File: src/rtl/mem_port_arbiter.sv
// Unified memory port arbiter: fetch and data share one single-port synchronous memory, data has priority.
// Define MEM_ARB_STARVE_GUARD_EN to hand a tie to fetch after STARVE_MAX consecutive data wins.
module mem_port_arbiter #(
    parameter int ADDR_W     = 32,
    parameter int DATA_W     = 32,
    parameter int MEM_LAT    = 2,
    parameter int STARVE_MAX = 4
) (
    input  logic              clock,
    input  logic              reset_n,
    input  logic              if_req,
    input  logic [ADDR_W-1:0] if_addr,
    output logic              if_gnt,
    output logic              if_rvalid,
    output logic [DATA_W-1:0] if_rdata,
    input  logic              d_req,
    input  logic              d_we,
    input  logic [ADDR_W-1:0] d_addr,
    input  logic [DATA_W-1:0] d_wdata,
    output logic              d_gnt,
    output logic              d_rvalid,
    output logic [DATA_W-1:0] d_rdata,
    output logic              mem_en,
    output logic              mem_we,
    output logic [ADDR_W-1:0] mem_addr,
    output logic [DATA_W-1:0] mem_wdata,
    input  logic [DATA_W-1:0] mem_rdata,
    output logic              busy
);

    localparam int CNT_W = $clog2(MEM_LAT) + 1;

    typedef enum logic {IDLE, WAIT} state_t;

    state_t           state;
    logic [CNT_W-1:0] cnt;
    logic             owner_d;
    logic             owner_we;
    logic             arb;
    logic             resp;
    logic             fetch_turn;
    logic             d_win;
    logic             if_win;

    // Arbitration is open when idle or in the response cycle; held off while reset is asserted.
    assign arb  = reset_n && ((state == IDLE) || (cnt == '0));
    assign resp = (state == WAIT) && (cnt == '0);

`ifdef MEM_ARB_STARVE_GUARD_EN
    localparam int ST_W = (STARVE_MAX < 1) ? 1 : $clog2(STARVE_MAX + 1);

    logic [ST_W-1:0] starve;

    assign fetch_turn = (starve >= ST_W'(STARVE_MAX));

    // Counts consecutive data wins over a waiting fetch; any fetch grant or idle fetch clears it.
    always_ff @(posedge clock or negedge reset_n) begin
        if (!reset_n) begin
            starve <= '0;
        end else if (!if_req || if_gnt) begin
            starve <= '0;
        end else if (d_gnt && !fetch_turn) begin
            starve <= starve + ST_W'(1);
        end
    end
`else
    assign fetch_turn = 1'b0;
`endif

    assign d_win  = d_req && !(if_req && fetch_turn);
    assign if_win = if_req && !d_win;

    assign if_gnt    = arb && if_win;
    assign d_gnt     = arb && d_win;
    assign mem_en    = if_gnt || d_gnt;
    assign mem_we    = d_gnt && d_we;
    assign mem_addr  = d_gnt ? d_addr : (if_gnt ? if_addr : '0);
    assign mem_wdata = d_gnt ? d_wdata : '0;

    assign if_rvalid = resp && !owner_d;
    assign d_rvalid  = resp && owner_d;
    assign if_rdata  = if_rvalid ? mem_rdata : '0;
    assign d_rdata   = (d_rvalid && !owner_we) ? mem_rdata : '0;
    assign busy      = (state == WAIT);

    always_ff @(posedge clock or negedge reset_n) begin
        if (!reset_n) begin
            state    <= IDLE;
            cnt      <= '0;
            owner_d  <= 1'b0;
            owner_we <= 1'b0;
        end else begin
            case (state)
                IDLE: begin
                    if (mem_en) begin
                        state    <= WAIT;
                        cnt      <= CNT_W'(MEM_LAT - 1);
                        owner_d  <= d_gnt;
                        owner_we <= d_gnt && d_we;
                    end
                end
                WAIT: begin
                    if (cnt != '0) begin
                        cnt <= cnt - CNT_W'(1);
                    end else if (mem_en) begin
                        cnt      <= CNT_W'(MEM_LAT - 1);
                        owner_d  <= d_gnt;
                        owner_we <= d_gnt && d_we;
                    end else begin
                        state <= IDLE;
                    end
                end
                default: state <= IDLE;
            endcase
        end
    end

endmodule

File: config.mk
export PLATFORM = sky130hd
export DESIGN_NAME = mem_port_arbiter
export DESIGN_NICKNAME = d
export VERILOG_FILES = /design/src/rtl/mem_port_arbiter.sv
export SDC_FILE = /design/constraint.sdc
export NUM_CORES = 1
export LEC_CHECK = 0
export CAP_MARGIN = 0
export CORE_AREA = 5 5 101 103
export CTS_BUF_LIST = sky130_fd_sc_hd__clkbuf_8
export CTS_CLUSTER_SIZE = 12
export DETAILED_ROUTE_END_ITERATION = 10
export DIE_AREA = 0 0 106 108
export DONT_BUFFER_PORTS = 1
export PLACE_DENSITY_LB_ADDON = 0.25
export RECOVER_POWER = 100
export SLEW_MARGIN = 20
export SYNTH_ARGS = -nofsm -noshare
export SYNTH_HDL_FRONTEND = slang
export SYNTH_SLANG_ARGS = --single-unit
File: constraint.sdc
create_clock -name clock -period 1.5 [get_ports clock]
set_input_delay 0.225 -clock clock [delete_from_list [all_inputs] [get_ports clock]]
set_output_delay 0.225 -clock clock [all_outputs]
set_load 0.02 [all_outputs]
Word level (Yosys, flattened, before mapping) --
Cells that the tools add are included.
Cells by class: equality and inequality tests 1, $add $sub $neg 1, reduce and logical (&&, ||, !) cells 16, muxes and demuxes 17, bitwise operators 1
Operators with widths (number):
- 32-bit 2-to-1 mux | 5
- 1-bit logical AND | 9
- 1-bit 2-to-1 mux | 6
- 1-bit one-hot mux with 2 select lines | 3
- 2-bit 2-to-1 mux | 2
- 2-bit one-hot mux with 2 select lines | 1
- 1-bit zero test | 3
- 2-bit zero test | 1
- 1-bit logical OR | 2
- 2-bit inequality test (second input constant) | 1
- 2-bit nonzero test | 1
- 2-bit by 1-bit subtractor with 2-bit output (second input constant) | 1
- 1-bit NOT | 1
Word-level totals: bits in registers 5, output and inout port bits 135, input bits 133, word-level logic and storage cells 40

Logic depth before layout (Yosys ltp) --
Gate-level depths: netlist (run 1).
depth after elaboration 8, gate-level depth with buffers 6, gate-level depth less buffers 3

Least setup slack after synthesis (run 1) --
OpenSTA, ideal clock, no wires.
path kind register to output, start register state (netlist: busy), end output if_rdata[22], slack -0.234 ns, buffers on the path 1, data required time 1.275 ns, cell stages (with the launch flop) 5, arrival time 1.509 ns, cells stage by stage dfrtp_1 -> inv_1 -> nor4_2 -> buf_2 -> and2_1
On the way: cells in the longest elaborated chain, start to end 3
Ends and longest elaborated chain:
- start, declared | line 35 | state_t state;
- start signal, assigned | line 88 | state <= IDLE;
- start signal, assigned | line 96 | state <= WAIT;
- start signal, assigned | line 110 | state <= IDLE;
- 1-bit logical AND | line 47 | assign resp = (state == WAIT) && (cnt == '0);
- 1-bit logical AND | line 80 | assign if_rvalid = resp && !owner_d;
- via if_rvalid | line 14 | output logic if_rvalid,
- 32-bit 2-to-1 mux | line 82 | assign if_rdata = if_rvalid ? mem_rdata : '0;
- end, declared | line 15 | output logic [DATA_W-1:0] if_rdata,
The timed path passes the listed nets, and every way through them passes these cells.

Final worst setup path (run 1) --
start register cnt[1], end output mem_addr[12]
On the way: cells in the longest elaborated chain, start to end 6, elaborated cells on any way between the ends 7, classes of those cells mux (2); reduce/logical (5)
Ends and longest elaborated chain:
- start, declared | line 36 | logic [CNT_W-1:0] cnt;
- start signal, assigned | line 97 | cnt <= CNT_W'(MEM_LAT - 1);
- start signal, assigned | line 104 | cnt <= cnt - CNT_W'(1);
- start signal, assigned | line 106 | cnt <= CNT_W'(MEM_LAT - 1);
- 2-bit zero test (*) | line 46 | assign arb = reset_n && ((state == IDLE) || (cnt == '0));
- 1-bit logical OR (*) | line 46
- 1-bit logical AND (*) | line 46
- 1-bit logical AND | line 73 | assign if_gnt = arb && if_win;
- 32-bit 2-to-1 mux | line 77 | assign mem_addr = d_gnt ? d_addr : (if_gnt ? if_addr : '0);
- 32-bit 2-to-1 mux (*) | line 77
- end, declared | line 25 | output logic [ADDR_W-1:0] mem_addr,
Every way passes the cells marked *; elsewhere a longest branch is shown, timed or not.

==> results.sh, run 1 <==
export IMPL_status="finished with violations"
export IMPL_violations="setup timing"
export IMPL_fin_crit_sh=1.203
export IMPL_ioPinCount=268
export IMPL_port_buffer_count=0
export IMPL_area_growth_pct=105.8
export IMPL_post_route_util=0.2782
export IMPL_vias_per_cell=4.750
export IMPL_synth_top_area_frac=0.4929
export IMPL_cts_buffers=3
export IMPL_drv_slew=0
export IMPL_cts_root_buf="clkbuf_8"
export IMPL_synth_adder_area_share=0
export IMPL_drt_initial_drc_count=55
export IMPL_grt_pass1_wl_um=8280
export IMPL_clock_sinks=5
export IMPL_leakagePower_uw=0.001168
export IMPL_critPathMaxStageDelay_ns=0.41
export IMPL_worst_pin_slew_ns=0.2287
export IMPL_antenna_found_initial=0
export IMPL_setup_viol=132
export IMPL_holdWs_ns=0.1458
export IMPL_drc=0
export IMPL_antenna_left=0
export IMPL_combPwrFrac=0.844
export IMPL_synth_top_family_by_area="simple AND/OR/NAND/NOR gates"
export IMPL_synth_most_common_cell="and2_1"
export IMPL_drive_gt1_frac=0.9154
export IMPL_slew_headroom=0.8470
export IMPL_cts_tree="built"
export IMPL_worstPathRequired_ns=1.27
export IMPL_insertion_delay_ns=0.22
export IMPL_crit_slowest_cell="dfrtp_2"
export IMPL_ys_ff_latch=5
export IMPL_totalWireLength_um=7352
export IMPL_synth_compound_area_frac=0.2693
export IMPL_critPathKind="reg -> out"
export IMPL_worstPathCellList="o21ai_4 -> and4b_2 -> buf_12 -> buf_12 -> a22o_4"
export IMPL_synthArstFlopShare=1.000
export IMPL_fin_skew_ns=0.002039
export IMPL_routed_top_layer="met4"
export IMPL_dr_pass1_iters=4
export IMPL_ys_seq_area_frac=0.1016
export IMPL_die_h_um=108
export IMPL_clock_fmax_ghz=0.5543
export IMPL_swShare=0.4836
export IMPL_wl_met1_um=2493
export IMPL_placementRows=35
export IMPL_syn_cell_area_sq_um=1231
export IMPL_power_frac_seq=0.083
export IMPL_syn_nets=304
export IMPL_yosys_top_cells_area="and2_1, a22o_1, dfrtp_1, buf_2, buf_6"
export IMPL_hp_class="in -> reg"
export IMPL_path_clk_slew_ns=0.04
export IMPL_yosys_area_share_simple=0.5346
export IMPL_synth_cell_type_count=20
export IMPL_synth_edf_count=0
export IMPL_fp_dieArea_sq_um=11450
export IMPL_avgSynthCellArea_sq_um=7.200
export IMPL_grt_max_degree=34
export IMPL_yosys_warnings=0
export IMPL_maxCapViolCount=0
export IMPL_gp_congestion=0.6857
export IMPL_cp_max_fo=11
export IMPL_power_switching_uw=1580
export IMPL_vias=1482
export IMPL_synth_common_cells="and2_1, a22o_1, buf_2, clkbuf_1, dfrtp_1"
export IMPL_cpMostUsedCell="buf_12"
export IMPL_cts_buffer_depth=2
export IMPL_setup_ws_ns=-0.3040
export IMPL_muxShareOfSynthArea=0
export IMPL_finalCriticalPeriod_ns=1.804
export IMPL_place_ws_ns=-0.1334
export IMPL_critical_path_top_delay_family="flip-flops"
export IMPL_synthCells=171
export IMPL_clkPwrFrac=0.073
export IMPL_synth_xor_area_share=0
export IMPL_hpwl_um=5360
export IMPL_dr_wl_met3_um=711
export IMPL_overflow=0
export IMPL_cts_htree_levels=1
export IMPL_rsz0062_at_grt="yes"
export IMPL_grt_total_usage=0.09182
export IMPL_crit_buf_inv=2
export IMPL_finalNetCount=335
export IMPL_crit_arrival_ns=1.58
export IMPL_ys_flop_type="dfrtp_1"
export IMPL_power_density_nw_per_um2=1289
export IMPL_p_int_uw=1687
export IMPL_hold_viol=0
export IMPL_vdd_ir_drop_worst_mv=0.6809
export IMPL_wl_met2_um=4101
export IMPL_worstSetupEndpointType="output pin"
export IMPL_n_antenna_cell=0
export IMPL_fp_dieW_um=106
export IMPL_grt_pass1_vias=1392
export IMPL_crit_path_start_kind="flop"
export IMPL_coreArea_sq_um=9109
export IMPL_yosys_area_top_type="and2_1"
export IMPL_start_util=0.1352
export IMPL_wl_per_cell_um=23.56
-- cell usage in the layout (no fill, tap or decap) --
| cell type | synthesis | final |
|---|---|---|
| buf_12 | 0 | 9 |
| a22o_2 | 0 | 2 |
| inv_2 | 0 | 1 |
| o21bai_1 | 1 | 1 |
| nor4_4 | 0 | 2 |
| and2_4 | 0 | 81 |
| clkbuf_16 | 0 | 7 |
| a22o_1 | 33 | 1 |
| a211oi_1 | 1 | 1 |
| o21ai_0 | 1 | 1 |
| clkbuf_1 | 5 | 1 |
| dfrtp_1 | 5 | 2 |
| nand2_1 | 3 | 2 |
| clkbuf_8 | 0 | 3 |
| and2_2 | 0 | 16 |
| dfrtp_2 | 0 | 3 |
| nor3_1 | 1 | 1 |
| buf_16 | 0 | 2 |
| dlygate4sd3_1 | 0 | 1 |
| o21ai_4 | 0 | 1 |
| a21oi_1 | 2 | 2 |
| a22o_4 | 0 | 30 |
| buf_4 | 1 | 8 |
| and4b_2 | 0 | 1 |
| nand2_4 | 0 | 1 |
| and3_4 | 0 | 2 |
| buf_6 | 3 | 10 |
| o21a_1 | 1 | 1 |
| inv_1 | 3 | 3 |
| buf_8 | 0 | 5 |
-- power groups by stage --
stage | registers (uW) | logic, uW | clock network, uW
5_1_grt | 286 | 2910 | 252
6_report | 272 | 2760 | 237
3_3_place_gp | 251 | 2050 | 0
3_5_place_dp | 251 | 2060 | 0
4_1_cts | 269 | 2320 | 244
2_1_floorplan | 276 | 1660 | 0
-- registers in the layout, summed over array words and instances (netlist names) --
| signal | flops |
|---|---|
| cnt | 2 |
| busy | 1 |
| owner_d | 1 |
| owner_we | 1 |
-- through the flow --
step,area (sq um),total power (uW),TNS (ns),std cells
6_report,2534,3266,-30.37,312
5_1_grt,2534,3446,-37.36,312
4_1_cts,2172,2831,-29.96,293
3_5_place_dp,1888,2310,-8.122,280
3_3_place_gp,1888,2301,-5.848,280
2_1_floorplan,1678,1938,-2.019,171
-- what timing repair did --
item | 4_1_cts | 5_1_grt
setup buffers | 5 | 10
endpoints found under the hold margin | 5 | 0
endpoints found under the setup margin | 132 | 134
gates resized for setup | 36 | 54
hold buffers | 1 | 0
pin swaps | 3 | 72
gates cloned | 3 | 10
-- routing by layer --
metal	GRT usage	vias up
met5	0	-
met4	0.02498	0
met3	0.02507	2
met2	0.1799	147
met1	0.09587	692
li1	-	641
-- logic make-up (layout without fill, tap and decap cells) --
family,Yosys count,in the layout
AO/OA/AOI/OAI,40,40
buffers and inverters,21,50
flip-flops,5,5
AND/OR/NAND/NOR,105,106
-- final timing paths --
check	slack (ns)	start	end	cells after the start
worst max register to register	0.14	cnt[1]	owner_d	5
worst min register to register	0.55	busy	cnt[0]	1
min in group asynchronous	0.30	reset_n	owner_we	1
worst min-delay path	0.15	d_we	owner_we	1
worst max-delay path	-0.30	cnt[1]	mem_addr[12]	5
max in group asynchronous	0.99	reset_n	busy	1
-- final cells by class --
| cell class | count | area (sq um) |
|---|---|---|
| clock inverters | 1 | 3.754 |
| clock buffers | 3 | 41.29 |
| well taps | 111 | 138.9 |
| repair buffers | 43 | 671.9 |
| flip-flops and latches | 5 | 128.9 |
| fillers | 928 | 6575 |
| inverters | 3 | 11.26 |
| multi-input cells | 146 | 1538 |
No activity file was read; power rests on OpenSTA's default activity.
==> inputs of run 2 (changes only) <==
CAP_MARGIN = unset   (was 0)
==> results of run 2 <==
No change in the layout: final DEF, timing and power equal those of run 1.
==> inputs of run 3 (changes only) <==
==> constraint.sdc (replaced) <==
create_clock -name clock -period 1.5 [get_ports clock]
set_input_delay 0.15 -clock clock [delete_from_list [all_inputs] [get_ports clock]]
set_output_delay 0.15 -clock clock [all_outputs]
set_load 0.02 [all_outputs]
==> run 3 against run 2 <==
  * The run still ends with setup timing left
  * First-iteration DRC count fell by 16%
  * Flip-flop and latch count unchanged
  * Cell count rose by 0.32%
  * Clock skew fell by 0.00059 ns
  * Worst hold slack worse by 0.065 ns
  * Largest power group unchanged
  * Routed wire length grew 0.99%
  * Worst setup slack improved by 0.079 ns
  * Core utilization decreased by 0.80 points
  * Critical path depth stayed put
  * Register-to-register slack got worse by 0.05 ns
  * Final area down 2.9%
==> results.sh, run 3 (same netlist as run 1, synthesis figures left out) <==
export IMPL_antenna_found_initial=0
export IMPL_p_int_uw=1697
export IMPL_gp_congestion=0.6687
export IMPL_fin_skew_ns=0.001451
export IMPL_power_uw=3271
export IMPL_cts_htree_levels=1
export IMPL_coreArea_sq_um=9109
export IMPL_drv_slew=0
export IMPL_worstSetupEndpointType="output pin"
export IMPL_hold_viol=0
export IMPL_critical_path_top_delay_family="flip-flops"
export IMPL_finalNetCount=336
export IMPL_worst_pin_slew_ns=0.3365
export IMPL_area_growth_pct=99.90
export IMPL_worstPathCellList="o21ai_2 -> and4b_2 -> buf_12 -> a22o_1 -> buf_6"
export IMPL_power_density_nw_per_um2=1329
export IMPL_wl_per_cell_um=23.72
export IMPL_cts_buffer_depth=2
export IMPL_grt_max_degree=34
export IMPL_mostFrequentLayoutCells="and2_4, a22o_4, buf_4"
export IMPL_insertion_delay_ns=0.22
export IMPL_antenna_left=0
export IMPL_post_route_util=0.2702
export IMPL_top_usage_layer="met2"
export IMPL_grt_pass1_vias=1375
export IMPL_largest_register="cnt"
export IMPL_drt_initial_drc_count=46
export IMPL_hp_class="in -> reg"
export IMPL_n_antenna_cell=0
export IMPL_cts_tree="built"
export IMPL_cts_root_buf="clkbuf_8"
export IMPL_port_buffer_count=0
export IMPL_crit_slowest_cell="dfrtp_2"
export IMPL_power_switching_uw=1574
export IMPL_crit_arrival_ns=1.57
export IMPL_placementRows=35
export IMPL_placed_area_sq_um=1564
export IMPL_fin_crit_sh=1.150
export IMPL_setup_ws_ns=-0.2247
export IMPL_die_h_um=108
export IMPL_fp_dieW_um=106
export IMPL_dr_pass1_iters=4
export IMPL_grt_use_met3=0.03104
export IMPL_slew_headroom=0.7766
export IMPL_path_clk_slew_ns=0.04
export IMPL_leakagePower_uw=0.001142
export IMPL_start_util=0.1352
export IMPL_drive_gt1_frac=0.9059
export IMPL_critPathKind="reg -> out"
export IMPL_global_route_usage_met2=0.1635
export IMPL_rsz0062_at_grt="yes"
export IMPL_fp_dieArea_sq_um=11450
export IMPL_crit_buf_inv=2
export IMPL_largest_register_ffs=2
export IMPL_clock_sinks=5
export IMPL_fin_area_sq_um=2461
export IMPL_combPwrFrac=0.849
export IMPL_setup_viol=132
export IMPL_grt_pass1_wl_um=9114
export IMPL_vias=1480
export IMPL_crit_path_start_kind="flop"
export IMPL_maxCapViolCount=0
export IMPL_grt_total_usage=0.09979
export IMPL_violations="setup timing"
export IMPL_layout_commonest_cell="and2_4"
export IMPL_overflow=0
export IMPL_place_ws_ns=-0.04235
export IMPL_vdd_ir_drop_worst_mv=0.5137
export IMPL_critPathMaxStageDelay_ns=0.40
export IMPL_cp_max_fo=16
export IMPL_power_frac_seq=0.078
export IMPL_ioPinCount=268
export IMPL_drc=0
export IMPL_hpwl_um=5009
export IMPL_holdWs_ns=0.08126
export IMPL_swShare=0.4812
export IMPL_worstPathRequired_ns=1.35
export IMPL_status="finished with violations"
export IMPL_totalWireLength_um=7425
export IMPL_finalCriticalPeriod_ns=1.725
export IMPL_fill_cells=964
export IMPL_clkPwrFrac=0.074
export IMPL_cts_buffers=3
export IMPL_met1_usage=0.1347
export IMPL_clock_fmax_ghz=0.5798
export IMPL_vias_per_cell=4.728
[run 3: worst paths after layout]
check | from | slack (ns) | cells after the start | endpoint
setup / recovery | cnt[0] | -0.22 | 5 | mem_addr[15]
hold / removal | d_we | 0.08 | 1 | owner_we
setup reg to reg | cnt[0] | 0.09 | 6 | owner_d
hold reg to reg | busy | 0.53 | 1 | cnt[0]
max in group asynchronous | reset_n | 1.06 | 1 | busy
min in group asynchronous | reset_n | 0.23 | 1 | owner_we
[run 3: stage by stage]
stage / std cells / setup TNS (ns)
finish: 313 / -16.62
global route: 313 / -23.02
CTS: 302 / -18.70
detailed placement: 280 / -0.7911
global placement: 280 / -0.02036
floorplan: 171 / -2.213
[run 3: timing repair]
action | 4_1_cts | 5_1_grt
gates resized for setup | 177 | 56
hold buffers | 1 | 0
endpoints found under the hold margin | 5 | 0
setup buffers | 11 | 6
cloned | 6 | 7
setup endpoints to repair | 132 | 132
pin swaps | 19 | 72
[run 3: power groups by stage]
| stage | Clock [uW] | Combinational [uW] | Sequential [uW] |
|---|---|---|---|
| 3_3_place_gp | 0 | 1770 | 247 |
| 3_5_place_dp | 0 | 1770 | 244 |
| 4_1_cts | 250 | 2410 | 254 |
| 2_1_floorplan | 0 | 1420 | 267 |
| 5_1_grt | 259 | 2910 | 264 |
| 6_report | 240 | 2780 | 254 |
[run 3: per-layer routing]
| layer | vias to the layer above | wire length (um) |
|---|---|---|
| li1 | 643 | - |
| met1 | 742 | 3079 |
| met2 | 93 | 3786 |
| met3 | 2 | 551 |
| met4 | 0 | 7 |
| met5 | - | 0 |
[run 3: layout make-up]
cell class / instances / area, sq um / share of cell area
timing repair buffer: 45 / 645.6 / 0.2623
sequential: 5 / 127.6 / 0.05186
inverter: 3 / 11.26 / 0.004575
clock buffer: 3 / 41.29 / 0.01678
tap: 111 / 138.9 / 0.05643
clock inverter: 1 / 3.754 / 0.001525
multi-input combinational: 145 / 1493 / 0.6065
==> RTL edit 1, RTL diff (settings of run 1) <==
The parameter `MEM_LAT` goes from 2 to 4.
--- a/src/rtl/mem_port_arbiter.sv
+++ b/src/rtl/mem_port_arbiter.sv
@@ -4,5 +4,5 @@
     parameter int ADDR_W     = 32,
     parameter int DATA_W     = 32,
-    parameter int MEM_LAT    = 2,
+    parameter int MEM_LAT    = 4,
     parameter int STARVE_MAX = 4
 ) (
Function: changed (Yosys sat finds a counterexample within 4 cycles, from zero or initial values and one cycle with reset_n low).
==> RTL edit 1 against run 1 <==
  * Sequential cell count rose by 1
  * Non-clock buffer count rose by 25
  * Worst setup slack got worse by 0.075 ns
  * Cell area rose by 14%
  * Clock power rose by 5%
  * Register-to-register slack got worse by 0.32 ns
  * The run still ends with negative setup slack left
  * Wire length rose by 8.9%
  * Fmax fell by 4.0%
  * Area after synthesis rose by 8.6%
  * Via count rose by 15%
  * Power rose by 20%
  * Critical path depth rose by 2
  * First-iteration DRC count rose by 20%
==> RTL edit 1: results (changes against run 1) <==
Reg2Reg Depth: 10 (+5)
Drt pass-1 iters: 3 (-1)
Slowest stage delay, CP: 0.38 ns (-0.03 ns)
Top cells by area, synth: and2_1, a22o_1, and3_1
CP arrival: 1.65 ns (+0.07 ns)
Dpl ws: -0.393 ns (-0.260 ns)
Hold path depth: 1 (unchanged)
Post-synthesis cell type count: 23 (+15%)
Vias: 1698 (+15%)
Worst-path fanout max: 18 (+7)
Number of flip-flops in the largest register: 3 (+1)
Min-delay worst type: primary input to register
First-pass GRT wire length: 10.9 mm (+32%)
Routed Wire Length: 8.01 mm (+8.9%)
Drt initial violations: 66 (+20%)
H-tree depth: 1 (unchanged)
# port buffers: 0 (unchanged)
Largest net degree at the start of global routing: 22 (-35%)
Nets: 371 (+11%)
Post-DP HPWL: 6.20 mm (+16%)
Seq/Total Area, Yosys: 0.112 (+0.0106)
Post-synth ARST share: 1.00 (unchanged)
Reg with most FFs: cnt
TNS Setup: -44.24 ns (-13.87 ns)
YS warnings: 0 (unchanged)
Clk slew on worst S/H paths: 0.03 ns
Routability cong.: 0.727 (+6.1%)
Most instantiated cells after synthesis: and2_1, and3_1, a22o_1
Post-synthesis net count: 319 (+4.9%)
Vias in the first global route: 1820 (+31%)
Slew headroom: 0.698 (-0.149)
Ant. Diodes: 0 (unchanged)
Leak: 1.31 nW (+12%)
Clk_skew: 0.00710 ns (+0.00506 ns)
Status: complete, but fails checks
Ys flop type: dfrtp_1
Psw: 1.81 mW (+15%)
Share of cells above drive strength 1: 0.898 (-0.0176)
Clock root buffer: clkbuf_8
Crit-path leading delay family: buffers and inverters
TritonCTS buffer count: 3 (unchanged)
CP max stage cell: dfrtp_1
VDD IR-drop max: 414 uV (-39%)
Worst skew pair latency: 0.23 ns
Failing checks: negative setup slack
Total global-route track usage: 0.123 (+0.0309)
Initial antenna violation count: 0 (unchanged)
CTS max path bufs: 2 (unchanged)
Fill count: 909 (-2.0%)
Setup-failing EPs final: 137 (+3.8%)
PnR worst setup slack: -0.379 ns (-0.0753 ns)
## RTL edit 1: what timing repair did
action / in CTS / in global routing
setup endpoints to repair: 136 / 135
endpoints found under the hold margin: 6 / 0
buffers inserted: 19 / 7
gates cloned: 7 / 1
resized for setup: 66 / 13
hold buffers: 1 / 0
pin swaps: 42 / 41
## RTL edit 1: cell families (layout without fill, tap and decap cells)
kind of cell | count (synthesis) | count (layout) | share of synthesized area
AOI/OAI and AO/OA | 44 | 44 | 0.285
adders and majority gates | 2 | 2 | 0.0187
buffers and inverters | 25 | 76 | 0.0861
DFF | 6 | 6 | 0.112
and+or+nand+nor | 107 | 107 | 0.498
## RTL edit 1: layout make-up
cell class,instances,area share
Multi-Input combinational cell,153,0.598
Timing Repair Buffer,68,0.281
Sequential cell,6,0.0525
Tap cell,111,0.0481
Clock buffer,3,0.0143
Inverter,4,0.00520
Clock inverter,1,0.00130
## RTL edit 1: worst register-to-register path, delay by kind of cell, from the launching register on
| kind | cells | cell delay [ns] |
|---|---|---|
| AO/OA/AOI/OAI | 1 | 0.14 |
| adder cells (fa/ha/maj) | 1 | 0.17 |
| buffers and inverters | 6 | 0.65 |
| flip-flops | 1 | 0.38 |
| AND/OR/NAND/NOR | 2 | 0.27 |
## RTL edit 1: through the flow
step           cells  hold WS, ns  instance area [um2]
3_5_place_dp     314      -0.0703                 2310
4_1_cts          345        0.130                 2890
3_3_place_gp     314      -0.0703                 2310
5_1_grt          346        0.121                 2890
2_1_floorplan    184      -0.0706                 1980
6_report         346        0.121                 2890
## RTL edit 1: routing by layer
layer  routed length [um]  vias to the layer above  track usage
met5                    0                        -            0
met4                   83                        0       0.0305
met3                 1010                        6       0.0531
met2                 4470                      155        0.242
met1                 2440                      783        0.116
li1                     -                      754            -
## RTL edit 1: power by group through the flow
stage / clock, mW / sequential (mW) / combinational, mW
final: 0.250 / 0.305 / 3.35
after global routing: 0.269 / 0.315 / 3.56
after CTS: 0.260 / 0.305 / 3.34
after detailed placement: 0 / 0.296 / 2.55
after global placement: 0 / 0.295 / 2.53
after floorplan: 0 / 0.315 / 1.98
## RTL edit 1: final timing paths
path / start / endpoint / slack, ns
max: cnt[0] / mem_wdata[4] / -0.38
min: d_we / owner_we / 0.12
max reg2reg: cnt[0] / cnt[1] / -0.18
min reg2reg: owner_d / owner_d / 0.59
max in group asynchronous: reset_n / busy / 0.93
min in group asynchronous: reset_n / cnt[2] / 0.32
==> RTL edit 2, RTL diff (settings of run 1) <==
Made on the original files. The option `MEM_ARB_STARVE_GUARD_EN` is turned on by a define.
--- a/src/rtl/mem_port_arbiter.sv
+++ b/src/rtl/mem_port_arbiter.sv
@@ -1,4 +1,6 @@
 // Unified memory port arbiter: fetch and data share one single-port synchronous memory, data has priority.
 // Define MEM_ARB_STARVE_GUARD_EN to hand a tie to fetch after STARVE_MAX consecutive data wins.
+`define MEM_ARB_STARVE_GUARD_EN
+
 module mem_port_arbiter #(
     parameter int ADDR_W     = 32,
Behaviour: not the same (Yosys sat finds a counterexample within 10 cycles, from zero or initial values and one cycle with reset_n low).
==> RTL edit 2 against run 1 <==
  * The flow still finishes with violations (negative setup slack)
  * Cell area is 2.9% higher
  * Sequential cell count rose by 3
  * Sequential power is 29% higher
  * Area after synthesis rose by 33%
  * Power decreased by 9.2%
  * Global-route usage grew 2.2 points
  * Utilization increased by 0.80 points
  * Wire length increased by 13%
  * First-iteration DRC count up 69%
  * Worst setup slack gained 0.095 ns
  * Critical endpoint is now mem_wdata[5]
  * Highest routed layer is now met3
==> RTL edit 2: results (changes against run 1) <==
Placed cell areas: 2150 um2 (+14%)
Vias: 2063 (+39%)
Clock network power: 0.264 mW (+11%)
Psw: 1.51 mW (-4.4%)
Post-synthesis cell type count: 26 (+30%)
PnR worst setup slack: -0.209 ns (+0.0948 ns)
TNS Setup: -23.61 ns (+6.75 ns)
Hold Crit Start: reset_n
Setup-failing EPs final: 132 (unchanged)
Clk_skew: 0.00297 ns (+0.000930 ns)
Internal power: 1.46 mW (-14%)
Post-synthesis net count: 397 (+31%)
VDD IR-drop max: 349 uV (-49%)
Hold EP: busy
Status: complete, but fails checks
Vias in the first global route: 1979 (+42%)
Adder-cell share of the synthesized area: 0.0153 (+0.0153)
Drt pass-1 iters: 6 (+2)
Slew headroom: 0.726 (-0.121)
First-pass GRT wire length: 10.5 mm (+27%)
Largest net degree at the start of global routing: 44 (+29%)
Drt via density: 5.03 (+5.9%)
Dpl ws: -0.00693 ns (+0.126 ns)
Crit path to: mem_wdata[5]
Seq/Total Area, Yosys: 0.122 (+0.0205)
Worst-path fanout max: 9 (-2)
Routability cong.: 0.700 (+2.1%)
Logic pwr share: 0.792 (-0.052)
Failing checks: negative setup slack
Routed Wire Length: 8.33 mm (+13%)
Mux cell area share after synthesis: 0.0122 (+0.0122)
Leak: 1.17 nW (about the same)
Hold path depth: 2 (+1)
CP arrival: 1.48 ns (-0.10 ns)
Drt initial violations: 93 (+69%)
Slowest stage delay, CP: 0.45 ns (+0.04 ns)
Share of cells above drive strength 1: 0.619 (-0.297)
Most instantiated cells after synthesis: and2_1, nand2_1, nand3_1
Post-synthesis cell count: 262 (+53%)
R2R setup slack: 0.10 ns (-0.04 ns)
-- RTL edit 2: cell count changes in the layout (fill, tap and decap cells not counted), sizes merged, moves of 3 or more --
cell	run 1	this run
nand3	0	35
dfrtp	5	8
buf	34	52
a22o	33	1
clkbuf	11	7
a21oi	2	34
nand2	3	39
-- RTL edit 2: what timing repair did --
action                                 4_1_cts  5_1_grt
pin swaps                                   18       29
hold buffers                                 1        0
gates resized for setup                     94       51
setup endpoints to repair                  132      134
cloned                                       1        5
endpoints found under the hold margin        8        0
setup buffers                                2        1
-- RTL edit 2: area by class of cell --
cell class	count	area [um2]
clock buffer	3	41.3
tap	111	139
inverter	3	11.3
multi-input combinational	227	1590
fill	976	6500
timing repair buffer	57	616
clock inverter	1	3.75
sequential	8	204
-- RTL edit 2: routing by layer --
metal	vias to the layer above	track usage	share of wire
met5	-	0	0
met4	0	0.00833	0
met1	980	0.132	0.38
li1	926	-	-
met2	157	0.211	0.53
met3	0	0.0382	0.099
